--- src/rtl/debounce_pkg.sv ---
`default_nettype none
// ============================================================================
//  Module      : debounce_pkg
//  Description : Shared constants, settle-state encoding and counter-width
//                helper for the button/switch debounce bank.
//  Revision    : 1.0 - initial release
// ============================================================================
package debounce_pkg;

    // Default settle length: consecutive agreeing samples before a new level
    // is accepted.
    localparam int unsigned c_DEF_DB_CYCLES   = 100000;

    // Default long-press threshold in held clock cycles.
    localparam int unsigned c_DEF_LONG_CYCLES = 200000000;

    // Depth of the input synchronizer chain.
    localparam int unsigned c_SYNC_STAGES     = 2;

    // Per-channel settle state.
    typedef enum logic [0:0] {
        ST_STABLE   = 1'b0,
        ST_SETTLING = 1'b1
    } settle_state_t;

    // Bits needed to hold any value in 0..max_count (never less than one).
    function automatic int unsigned cnt_width(input int unsigned max_count);
        int unsigned w;
        w = $clog2(max_count + 1);
        return (w < 1) ? 1 : w;
    endfunction

endpackage
`default_nettype wire

--- src/rtl/debounce_ch.sv ---
`default_nettype none
// ============================================================================
//  Module      : debounce_ch
//  Description : One debounce channel: two-flop synchronizer, optional
//                polarity inversion, settle counter with level/edge pulses
//                and an optional saturating long-press detector.
//  Revision    : 1.0 - initial release
// ============================================================================
module debounce_ch
    import debounce_pkg::*;
#(
    parameter int unsigned DB_CYCLES   = c_DEF_DB_CYCLES,
    parameter int unsigned LONG_CYCLES = c_DEF_LONG_CYCLES,
    parameter bit          LONG_EN     = 1'b0,
    parameter bit          INVERT      = 1'b0
) (
    input  logic clk,
    input  logic rst_n,
    input  logic i_raw,
    output logic o_level,
    output logic o_rise,
    output logic o_fall,
    output logic o_long
);

    // The settle counter only ever counts up to DB_CYCLES-1: the sample that
    // would make it DB_CYCLES is the one that accepts the new level.
    localparam int unsigned        c_CNT_W    = cnt_width(DB_CYCLES);
    localparam logic [c_CNT_W-1:0] c_CNT_ONE  = c_CNT_W'(1);
    localparam logic [c_CNT_W-1:0] c_CNT_LAST = c_CNT_W'(DB_CYCLES - 1);

    logic [c_SYNC_STAGES-1:0] r_sync;
    logic [c_SYNC_STAGES-1:0] r_primed;
    logic                     w_in;
    logic                     w_primed;

    settle_state_t            r_state;
    logic [c_CNT_W-1:0]       r_cnt;
    logic                     r_level;
    logic                     r_rise;
    logic                     r_fall;

    // Two-flop synchronizer for the asynchronous pin.
    always_ff @(posedge clk or negedge rst_n) begin
        if (!rst_n) begin
            r_sync <= '0;
        end else begin
            r_sync <= {r_sync[c_SYNC_STAGES-2:0], i_raw};
        end
    end

    // Marks when the synchronizer holds real pin samples instead of reset
    // zeros; otherwise an inverted button would look pressed for the first
    // two cycles after reset and could be falsely accepted.
    always_ff @(posedge clk or negedge rst_n) begin
        if (!rst_n) begin
            r_primed <= '0;
        end else begin
            r_primed <= {r_primed[c_SYNC_STAGES-2:0], 1'b1};
        end
    end

    assign w_primed = r_primed[c_SYNC_STAGES-1];

    // Polarity correction happens after synchronization so both flops see
    // the raw pin.
    assign w_in = r_sync[c_SYNC_STAGES-1] ^ INVERT;

    // Settle FSM: any disagreement starts a count, any agreement abandons it,
    // DB_CYCLES consecutive disagreeing samples flip the accepted level.
    always_ff @(posedge clk or negedge rst_n) begin
        if (!rst_n) begin
            r_state <= ST_STABLE;
            r_cnt   <= '0;
            r_level <= 1'b0;
            r_rise  <= 1'b0;
            r_fall  <= 1'b0;
        end else begin
            r_rise <= 1'b0;
            r_fall <= 1'b0;
            if (w_primed) begin
                case (r_state)
                    ST_STABLE: begin
                        if (w_in != r_level) begin
                            r_state <= ST_SETTLING;
                            r_cnt   <= c_CNT_ONE;
                        end
                    end
                    ST_SETTLING: begin
                        if (w_in == r_level) begin
                            // Bounce back to the old level: discard progress.
                            r_state <= ST_STABLE;
                            r_cnt   <= '0;
                        end else if (r_cnt == c_CNT_LAST) begin
                            r_state <= ST_STABLE;
                            r_cnt   <= '0;
                            r_level <= w_in;
                            r_rise  <= w_in;
                            r_fall  <= ~w_in;
                        end else begin
                            r_cnt <= r_cnt + c_CNT_ONE;
                        end
                    end
                    default: begin
                        r_state <= ST_STABLE;
                        r_cnt   <= '0;
                    end
                endcase
            end
        end
    end

    assign o_level = r_level;
    assign o_rise  = r_rise;
    assign o_fall  = r_fall;

    if (LONG_EN) begin : g_long
        localparam int unsigned         c_HOLD_W   = cnt_width(LONG_CYCLES);
        localparam logic [c_HOLD_W-1:0] c_HOLD_ONE = c_HOLD_W'(1);
        localparam logic [c_HOLD_W-1:0] c_HOLD_MAX = c_HOLD_W'(LONG_CYCLES);
        localparam logic [c_HOLD_W-1:0] c_HOLD_PRE = c_HOLD_W'(LONG_CYCLES - 1);

        logic [c_HOLD_W-1:0] r_hold;
        logic                r_long;

        // Hold timer: counts pressed cycles, saturates at the threshold so the
        // long pulse fires once per press, and clears whenever released.
        always_ff @(posedge clk or negedge rst_n) begin
            if (!rst_n) begin
                r_hold <= '0;
                r_long <= 1'b0;
            end else begin
                r_long <= 1'b0;
                if (!r_level) begin
                    r_hold <= '0;
                end else if (r_hold != c_HOLD_MAX) begin
                    r_hold <= r_hold + c_HOLD_ONE;
                    r_long <= (r_hold == c_HOLD_PRE);
                end
            end
        end

        assign o_long = r_long;
    end else begin : g_no_long
        assign o_long = 1'b0;
    end

endmodule
`default_nettype wire

--- src/rtl/btn_debounce_bank.sv ---
`default_nettype none
// ============================================================================
//  Module      : btn_debounce_bank
//  Description : Bank of independent debounce channels for push buttons
//                (with press/release/long-press pulses) and slide switches
//                (with level-change pulses).
//  Revision    : 1.0 - initial release
// ============================================================================
module btn_debounce_bank
    import debounce_pkg::*;
#(
    parameter int unsigned N_BTN          = 5,
    parameter int unsigned N_SW           = 16,
    parameter int unsigned DB_CYCLES      = c_DEF_DB_CYCLES,
    parameter int unsigned LONG_CYCLES    = c_DEF_LONG_CYCLES,
    parameter int unsigned BTN_ACTIVE_LOW = 1
) (
    input  logic             clk,
    input  logic             RSTN,
    input  logic [N_BTN-1:0] btn_raw,
    input  logic [N_SW-1:0]  sw_raw,
    output logic [N_BTN-1:0] btn_level,
    output logic [N_BTN-1:0] btn_press,
    output logic [N_BTN-1:0] btn_release,
    output logic [N_BTN-1:0] btn_long,
    output logic [N_SW-1:0]  sw_level,
    output logic [N_SW-1:0]  sw_change
);

    localparam bit c_BTN_INVERT = (BTN_ACTIVE_LOW != 0);

    logic [N_SW-1:0] w_sw_rise;
    logic [N_SW-1:0] w_sw_fall;
    logic [N_SW-1:0] w_sw_long_unused;

    // Buttons: inverted to pressed-high, long-press detection enabled.
    for (genvar i = 0; i < N_BTN; i++) begin : g_btn
        debounce_ch #(
            .DB_CYCLES   (DB_CYCLES),
            .LONG_CYCLES (LONG_CYCLES),
            .LONG_EN     (1'b1),
            .INVERT      (c_BTN_INVERT)
        ) u_ch (
            .clk     (clk),
            .rst_n   (RSTN),
            .i_raw   (btn_raw[i]),
            .o_level (btn_level[i]),
            .o_rise  (btn_press[i]),
            .o_fall  (btn_release[i]),
            .o_long  (btn_long[i])
        );
    end

    // Switches: taken at face value, no long-press timer.
    for (genvar i = 0; i < N_SW; i++) begin : g_sw
        debounce_ch #(
            .DB_CYCLES   (DB_CYCLES),
            .LONG_CYCLES (LONG_CYCLES),
            .LONG_EN     (1'b0),
            .INVERT      (1'b0)
        ) u_ch (
            .clk     (clk),
            .rst_n   (RSTN),
            .i_raw   (sw_raw[i]),
            .o_level (sw_level[i]),
            .o_rise  (w_sw_rise[i]),
            .o_fall  (w_sw_fall[i]),
            .o_long  (w_sw_long_unused[i])
        );
    end

    // A switch change is any accepted transition, in either direction.
    assign sw_change = w_sw_rise | w_sw_fall;

endmodule
`default_nettype wire
--- config.mk ---
export PLATFORM = sky130hd
export DESIGN_NAME = btn_debounce_bank
export DESIGN_NICKNAME = d
export VERILOG_FILES = /design/src/rtl/debounce_pkg.sv /design/src/rtl/debounce_ch.sv /design/src/rtl/btn_debounce_bank.sv
export SDC_FILE = /design/constraint.sdc
export NUM_CORES = 1
export LEC_CHECK = 0
export CAP_MARGIN = 40
export CORE_MARGIN = 3
export CORE_UTILIZATION = 50
export CTS_BUF_LIST = sky130_fd_sc_hd__clkbuf_4 sky130_fd_sc_hd__clkbuf_8
export DETAILED_ROUTE_END_ITERATION = 8
export GPL_TIMING_DRIVEN = 0
export PLACE_DENSITY = 0.66
export SYNTH_ARGS = -nofsm -noshare
export SYNTH_HDL_FRONTEND = slang
export SYNTH_HIERARCHICAL = 1
export SYNTH_SLANG_ARGS = --single-unit
--- constraint.sdc ---
create_clock -name clk -period 6.2 [get_ports clk]
set_clock_uncertainty 0.15 [all_clocks]
set_input_delay 0.62 -clock clk [delete_from_list [all_inputs] [get_ports clk]]
set_output_delay 0.62 -clock clk [all_outputs]
set_load 0.1 [all_outputs]
==> results of run 1 <==
-- metal layers --
layer | part of all wire (%) | GRT usage, % | wire length [um]
met2 | 44 | 30.6 | 31300
met4 | 2.0 | 5.25 | 1450
met1 | 50 | 29.4 | 35400
met5 | 0 | 0 | 0
met3 | 3.7 | 3.32 | 2590
-- critical path, stage by stage (launching register included) --
cell	delay, ns
dfrtp_1	0.58
clkdlybuf4s50_1	0.59
buf_8	0.20
-- worst max path at each step --
stage                                     start                       end  slack, ns
after floorplan           g_btn[4].u_ch/o_level   g_btn[4].u_ch/r_cnt[11]       3.73
after global placement                     RSTN    g_sw[1].u_ch/r_cnt[16]     -26.10
after detailed placement                   RSTN  g_sw[1].u_ch/r_primed[1]       3.46
after CTS                 g_btn[1].u_ch/o_level              btn_level[1]       3.29
after global routing      g_btn[1].u_ch/o_level              btn_level[1]       3.26
final                     g_btn[1].u_ch/o_level              btn_level[1]       3.36
-- registers in the layout, indices dropped and copies added (netlist names) --
signal                    cells
g_sw.u_ch/r_cnt             272
g_btn.u_ch/g_long.r_hold    140
g_btn.u_ch/r_cnt             85
g_sw.u_ch/r_primed           32
g_sw.u_ch/r_sync             32
g_sw.u_ch/o_fall             16
g_sw.u_ch/o_level            16
g_sw.u_ch/o_rise             16
g_sw.u_ch/r_state            16
g_btn.u_ch/r_primed          10
g_btn.u_ch/r_sync            10
g_btn.u_ch/o_fall             5
g_btn.u_ch/o_level            5
g_btn.u_ch/o_long             5
g_btn.u_ch/o_rise             5
g_btn.u_ch/r_state            5
-- stage by stage --
stage	std cells	util (%)	worst slack, ns	area [sq um]
3_5_place_dp	4510	54.8	3.46	36900
3_3_place_gp	4446	53.3	-26.10	35900
2_1_floorplan	3499	-	3.73	34100
6_report	4717	58.4	3.36	39400
4_1_cts	4716	58.4	3.29	39400
5_1_grt	4717	58.4	3.26	39400
-- cell type report --
type | count | area (sq um)
multi-input cells | 2636 | 16300
clock buffers | 183 | 2260
flip-flops and latches | 670 | 16800
repair buffers | 139 | 1780
well taps | 873 | 1090
fillers | 5758 | 28000
clock inverters | 22 | 168
diodes | 1 | 2.50
plain buffers | 122 | 754
inverters | 71 | 267
-- power by group through the flow --
stage | sequential (W) | clock, W | combinational (W)
floorplan | 0.00475 | 0 | 0.000402
global placement | 0.00481 | 0 | 0.000592
detailed placement | 0.00480 | 0 | 0.000618
CTS | 0.00472 | 0.00431 | 0.000620
global route | 0.00476 | 0.00451 | 0.000712
finish | 0.00473 | 0.00414 | 0.000611
==> qor.csv, run 1 <==
stage,metric,value,unit
sta,fin crit share,45.9,%
sta,worst rel slew slack,41.1,%
sta,Least-Margin Pin Slew,0.876,ns
cts,post-CTS resize count,0,
sta,Period minus WS final,2.84,ns
worst_setup_path,flop-to-flop setup slack,3.62,ns
cts,number of clock buffers inserted by TritonCTS,112,
cts,CTS Root Cell,clkbuf_8,
status,status,"finished, final reports clean",
routing,wire per inst,15.0,um
die,Die X,267,um
cts,CTS Sinks,670,
finish,most frequent cells in the layout,"dfrtp_1, nand2_1, nand3_1",
sta,max-slew violation count,0,
pwr,sequential share of power,49.9,%
cts,Skew-Pair Late Insertion Delay,0.70,ns
global_routing,largest net degree at the start of global routing,116,
placed_design,RePlAce Congestion,0.837,
routing,antenna-violating nets left,0,
routing,drt pass-1 iters,5,
finish,Final nets,3806,
die,num rows,95,
routing,via/cell ratio,5.83,
cts,htree depth,3,
worst_hold_path,worst hold path type,reg -> reg,
die,core footprint,0.0674,sq mm
pwr,P_int,0.00713,W
worst_setup_path,Worst R2R End,g_btn[3].u_ch/r_cnt[7],
worst_hold_path,Worst Hold End,g_sw[1].u_ch/r_sync[1],
global_routing,Congestion Overflow GR,0,
routing,total number of vias,27485,
global_routing,first-pass GRT wire length,123000,um
pwr,Net Switching,0.00235,W
placed_design,Port Buffers,74,
sta,Fmax achieved,0.352,GHz
worst_setup_path,Setup crit end kind,primary output,
worst_setup_path,R2R Path Start,g_btn[3].u_ch/r_cnt[8],
worst_setup_path,Crit Path Category,reg -> out,
cts,Clock Path Buffers,3,
die,initial core utilization,50.6,%
finish,Area Overhead vs Synth,15.6,%
cts,postcts setup bufs,0,
pwr,Static Leak,16.0,nW
pwr,Comb power frac,6.4,%
sta,hold_ws,0.190,ns
worst_hold_path,hold path depth,0,
pwr,clock network power share,43.7,%
pwr,peak supply drop,0.161,mV
logic_synthesis,Synthesized Nets,3553,
cts,CTS tree,built,
logic_synthesis,Mapped Area,0.0341,sq mm
logic_synthesis,yosys warns,6,
logic_synthesis,Mapped Cells,3499,
finish,layout cells sized above 1,11.3,%
cts,clock-pin slew on the worst setup and hold paths,0.06,ns
pwr,Sw Share,24.8,%
global_routing,Tot GR Track Use,19.9,%
cts,hold_buf cts,1,
routing,initial DRC count,2003,
placed_design,dpl hpwl,46200,um
sta,final setup violation count,0,
worst_setup_path,Critical Path AT,2.07,ns
sta,RSZ-0062 raised after global routing,false,
global_routing,vias in the first global route,25728,
routing,Total Wirelength,70600,um
die,chip height,267,um
worst_setup_path,Critical Path Fanout Max,8,
die,# IOs,75,
flow_run,maxcap violations,0,
worst_hold_path,HP Start,g_sw[1].u_ch/r_sync[0],
logic_synthesis,Syn Area/Cell,9.74,sq um
worst_setup_path,"Data required, critical path",5.43,ns
worst_setup_path,FF-to-FF path depth,5,
pwr,Pwr Total,0.00948,W
sta,Fin. Hold Viols,0,
sta,setup_tns,0,ns
worst_setup_path,CP Launch Type,flip-flop,
die,die area,0.0713,sq mm
global_routing,initial antenna violation count,1,
routing,residual DRC count,0,
pwr,pwr/cell area,241,mW/mm^2
finish,"most common cell after layout, fill and taps aside",dfrtp_1,
(Power assumes the default switching activity.)
==> run 2, diff against run 1 <==
PLACE_DENSITY = 0.69   (was 0.66)
clock period = 2.33 ns   (was 6.2 ns; I/O delays follow)
==> run 2 against run 1 <==
The flow now finishes with violations (hold timing, setup timing). First-iteration DRC count rose by 12%. Combinational power rose to 3.2 times the previous value. Power rose to 2.8 times the previous value. Core utilization rose by 5.3 points. Clock-buffer cell count fell by 6. Critical path depth rose by 5. Die area did not move. Register-to-register slack got worse by 3.7 ns. Clock power rose to 2.8 times the previous value. Final cell count rose by 4.1%. Critical path type is now reg -> reg. Largest cell class is now multi-input gates. Largest power group unchanged.
==> qor.csv, run 2 (synthesis gave the netlist of run 1 again) <==
stage,metric,value,unit
finish,Area Overhead vs Synth,26.0,%
cts,Skew-Pair Late Insertion Delay,0.71,ns
finish,layout cells sized above 1,22.5,%
cts,number of clock buffers inserted by TritonCTS,113,
worst_setup_path,"Data required, critical path",2.77,ns
finish,fillcell total,5359,
worst_setup_path,Crit Path Category,reg -> reg,
placed_design,dpl hpwl,46500,um
pwr,peak supply drop,0.471,mV
sta,Period minus WS final,2.40,ns
routing,wire per inst,15.8,um
worst_setup_path,"Largest stage delay, worst path",0.52,ns
pwr,pwr/cell area,609,mW/mm^2
die,chip height,267,um
worst_setup_path,Setup crit end,g_btn[4].u_ch/r_cnt[8],
worst_setup_path,CP Launch Type,flip-flop,
finish,Final nets,4007,
sta,max-slew violation count,0,
routing,via/cell ratio,5.90,
pwr,Comb power frac,7.5,%
worst_setup_path,flop-to-flop setup slack,-0.07,ns
cts,CTS tree,built,
sta,Least-Margin Pin Slew,0.900,ns
worst_setup_path,WP buf/inv,2,
sta,RSZ-0062 raised after global routing,true,
placed_design,Port Buffers,74,
sta,fin crit share,103,%
global_routing,Tot GR Track Use,20.8,%
sta,worst rel slew slack,39.5,%
worst_setup_path,CP most frequent cell,buf_6,
status,failing checks,"hold timing, setup timing",
placed_design,RePlAce Congestion,0.833,
routing,residual DRC count,0,
global_routing,first-pass GRT wire length,129000,um
worst_setup_path,Critical Path AT,2.84,ns
routing,initial DRC count,2246,
die,core footprint,0.0674,sq mm
worst_setup_path,FF-to-FF path depth,7,
finish,fin util,63.7,%
sta,Fmax achieved,0.416,GHz
die,Die X,267,um
pwr,Sw Share,24.6,%
placed_design,placed cell area,0.0370,sq mm
routing,antenna-violating nets left,0,
pwr,Static Leak,17.6,nW
global_routing,largest net degree at the start of global routing,121,
worst_setup_path,critical path depth,7,
finish,most frequent cells in the layout,"dfrtp_1, nand2_1, nand3_1",
status,status,"finished, violations left",
die,initial core utilization,50.6,%
cts,htree depth,3,
cts,Clock Path Buffers,3,
routing,drt pass-1 iters,6,
sta,setup_tns,-0.871,ns
finish,Final Cell Area,0.0429,sq mm
worst_setup_path,Setup crit end kind,flip-flop,
cts,clock-pin slew on the worst setup and hold paths,0.06,ns
routing,total number of vias,29000,
cts,CTS Root Cell,clkbuf_8,
sta,worst setup margin,-0.0725,ns
worst_hold_path,worst hold path type,in -> async,
die,num rows,95,
sta,hold_ws,-0.0788,ns
worst_setup_path,crit path from,g_btn[4].u_ch/r_cnt[8],
finish,"most common cell after layout, fill and taps aside",dfrtp_1,
worst_setup_path,CP Cell Sequence,or4_1 > or4_4 > o211ai_2 > buf_6 > nor2_4 > buf_6 > a22o_1,
die,die area,0.0713,sq mm
cts,hold_buf cts,22,
cts,CTS Sinks,670,
pwr,P_int,0.0197,W
worst_setup_path,Worst R2R End,g_btn[4].u_ch/r_cnt[8],
sta,Fin. Hold Viols,56,
routing,Total Wirelength,77800,um
global_routing,vias in the first global route,27014,
pwr,clock network power share,44.2,%
die,# IOs,75,
finish,max reg flops,272,
flow_run,maxcap violations,0,
pwr,sequential share of power,48.3,%
worst_setup_path,CP top delay family,simple AND/OR/NAND/NOR gates,
worst_setup_path,Critical Path Slowest Stage Cell,or4_1,
finish,biggest regs,"g_sw.u_ch/r_cnt: 272 flops, g_btn.u_ch/g_long.r_hold: 140 flops, g_btn.u_ch/r_cnt: 85 flops",
placed_design,dpl ws,-0.214,ns
finish,Biggest register,g_sw.u_ch/r_cnt,
worst_setup_path,Critical Path Fanout Max,5,
sta,final setup violation count,27,
global_routing,initial antenna violation count,1,
global_routing,Congestion Overflow GR,0,
pwr,Net Switching,0.00642,W
worst_setup_path,R2R Path Start,g_btn[4].u_ch/r_cnt[8],
==> run 2: cell count changes in the layout (fill, tap and decap cells not counted), moves of 18 or more <==
cell / change
nand2_2: +21
a41oi_2: +58
a31oi_1: -18
dfrtp_2: +61
buf_12: +22
buf_4: +162
dfrtp_1: -61
o21ai_0: -24
dlygate4sd3_1: +21
clkdlybuf4s50_1: -26
nand2_1: -23
nor2_1: -19
a41oi_1: -58
==> run 2: final cells by class <==
| class | count | area [sq um] | area share (%) |
|---|---|---|---|
| multi-input combinational | 2636 | 17700 | 41.2 |
| sequential | 670 | 16800 | 39.2 |
| antenna | 1 | 2.50 | 0.00583 |
| buffer | 121 | 787 | 1.83 |
| timing repair buffer | 340 | 3700 | 8.61 |
| clock buffer | 177 | 2240 | 5.22 |
| tap | 873 | 1090 | 2.54 |
| inverter | 71 | 267 | 0.621 |
| clock inverter | 23 | 297 | 0.691 |
==> run 2: how the worst min path moves through the flow <==
stage	startpoint	to
floorplan	RSTN	g_btn[0].u_ch/g_long.r_hold[0]
global placement	g_btn[3].u_ch/r_sync[0]	g_btn[3].u_ch/r_sync[1]
detailed placement	RSTN	g_sw[8].u_ch/r_cnt[6]
CTS	RSTN	g_sw[8].u_ch/r_cnt[3]
global route	RSTN	g_sw[8].u_ch/r_cnt[3]
finish	RSTN	g_sw[8].u_ch/r_cnt[3]
==> run 2: layer usage <==
metal  share of wire (%)  up-vias  routed length [um]  global-route usage [%]
met3                 4.2      157                3280                    3.25
met1                  46    14101               36100                    29.8
met4                 2.2        0                1720                    5.99
met2                  47      688               36700                    33.1
met5                   0        -                   0                       0
li1                    -    14054                   -                       -
==> run 2: power by group through the flow <==
stage | sequential (W) | combinational, W | clock, W
global placement | 0.0128 | 0.00153 | 0
CTS | 0.0126 | 0.00177 | 0.0120
global route | 0.0127 | 0.00223 | 0.0125
detailed placement | 0.0128 | 0.00165 | 0
finish | 0.0126 | 0.00196 | 0.0115
floorplan | 0.0126 | 0.00107 | 0
==> run 2: per-stage QoR <==
| stage | total power (W) | cells |
|---|---|---|
| after CTS | 0.0263 | 4840 |
| final | 0.0261 | 4912 |
| after detailed placement | 0.0144 | 4510 |
| after global placement | 0.0143 | 4446 |
| after global routing | 0.0274 | 4912 |
| after floorplan | 0.0137 | 3499 |
==> run 2: timing repair <==
action / 4_1_cts / 5_1_grt
hold endpoints to repair: 370 / 56
buffers inserted: 123 / 57
pin swaps: 39 / 159
setup endpoints to repair: 209 / 261
gates resized for setup: 100 / 322
gates cloned: 6 / 15
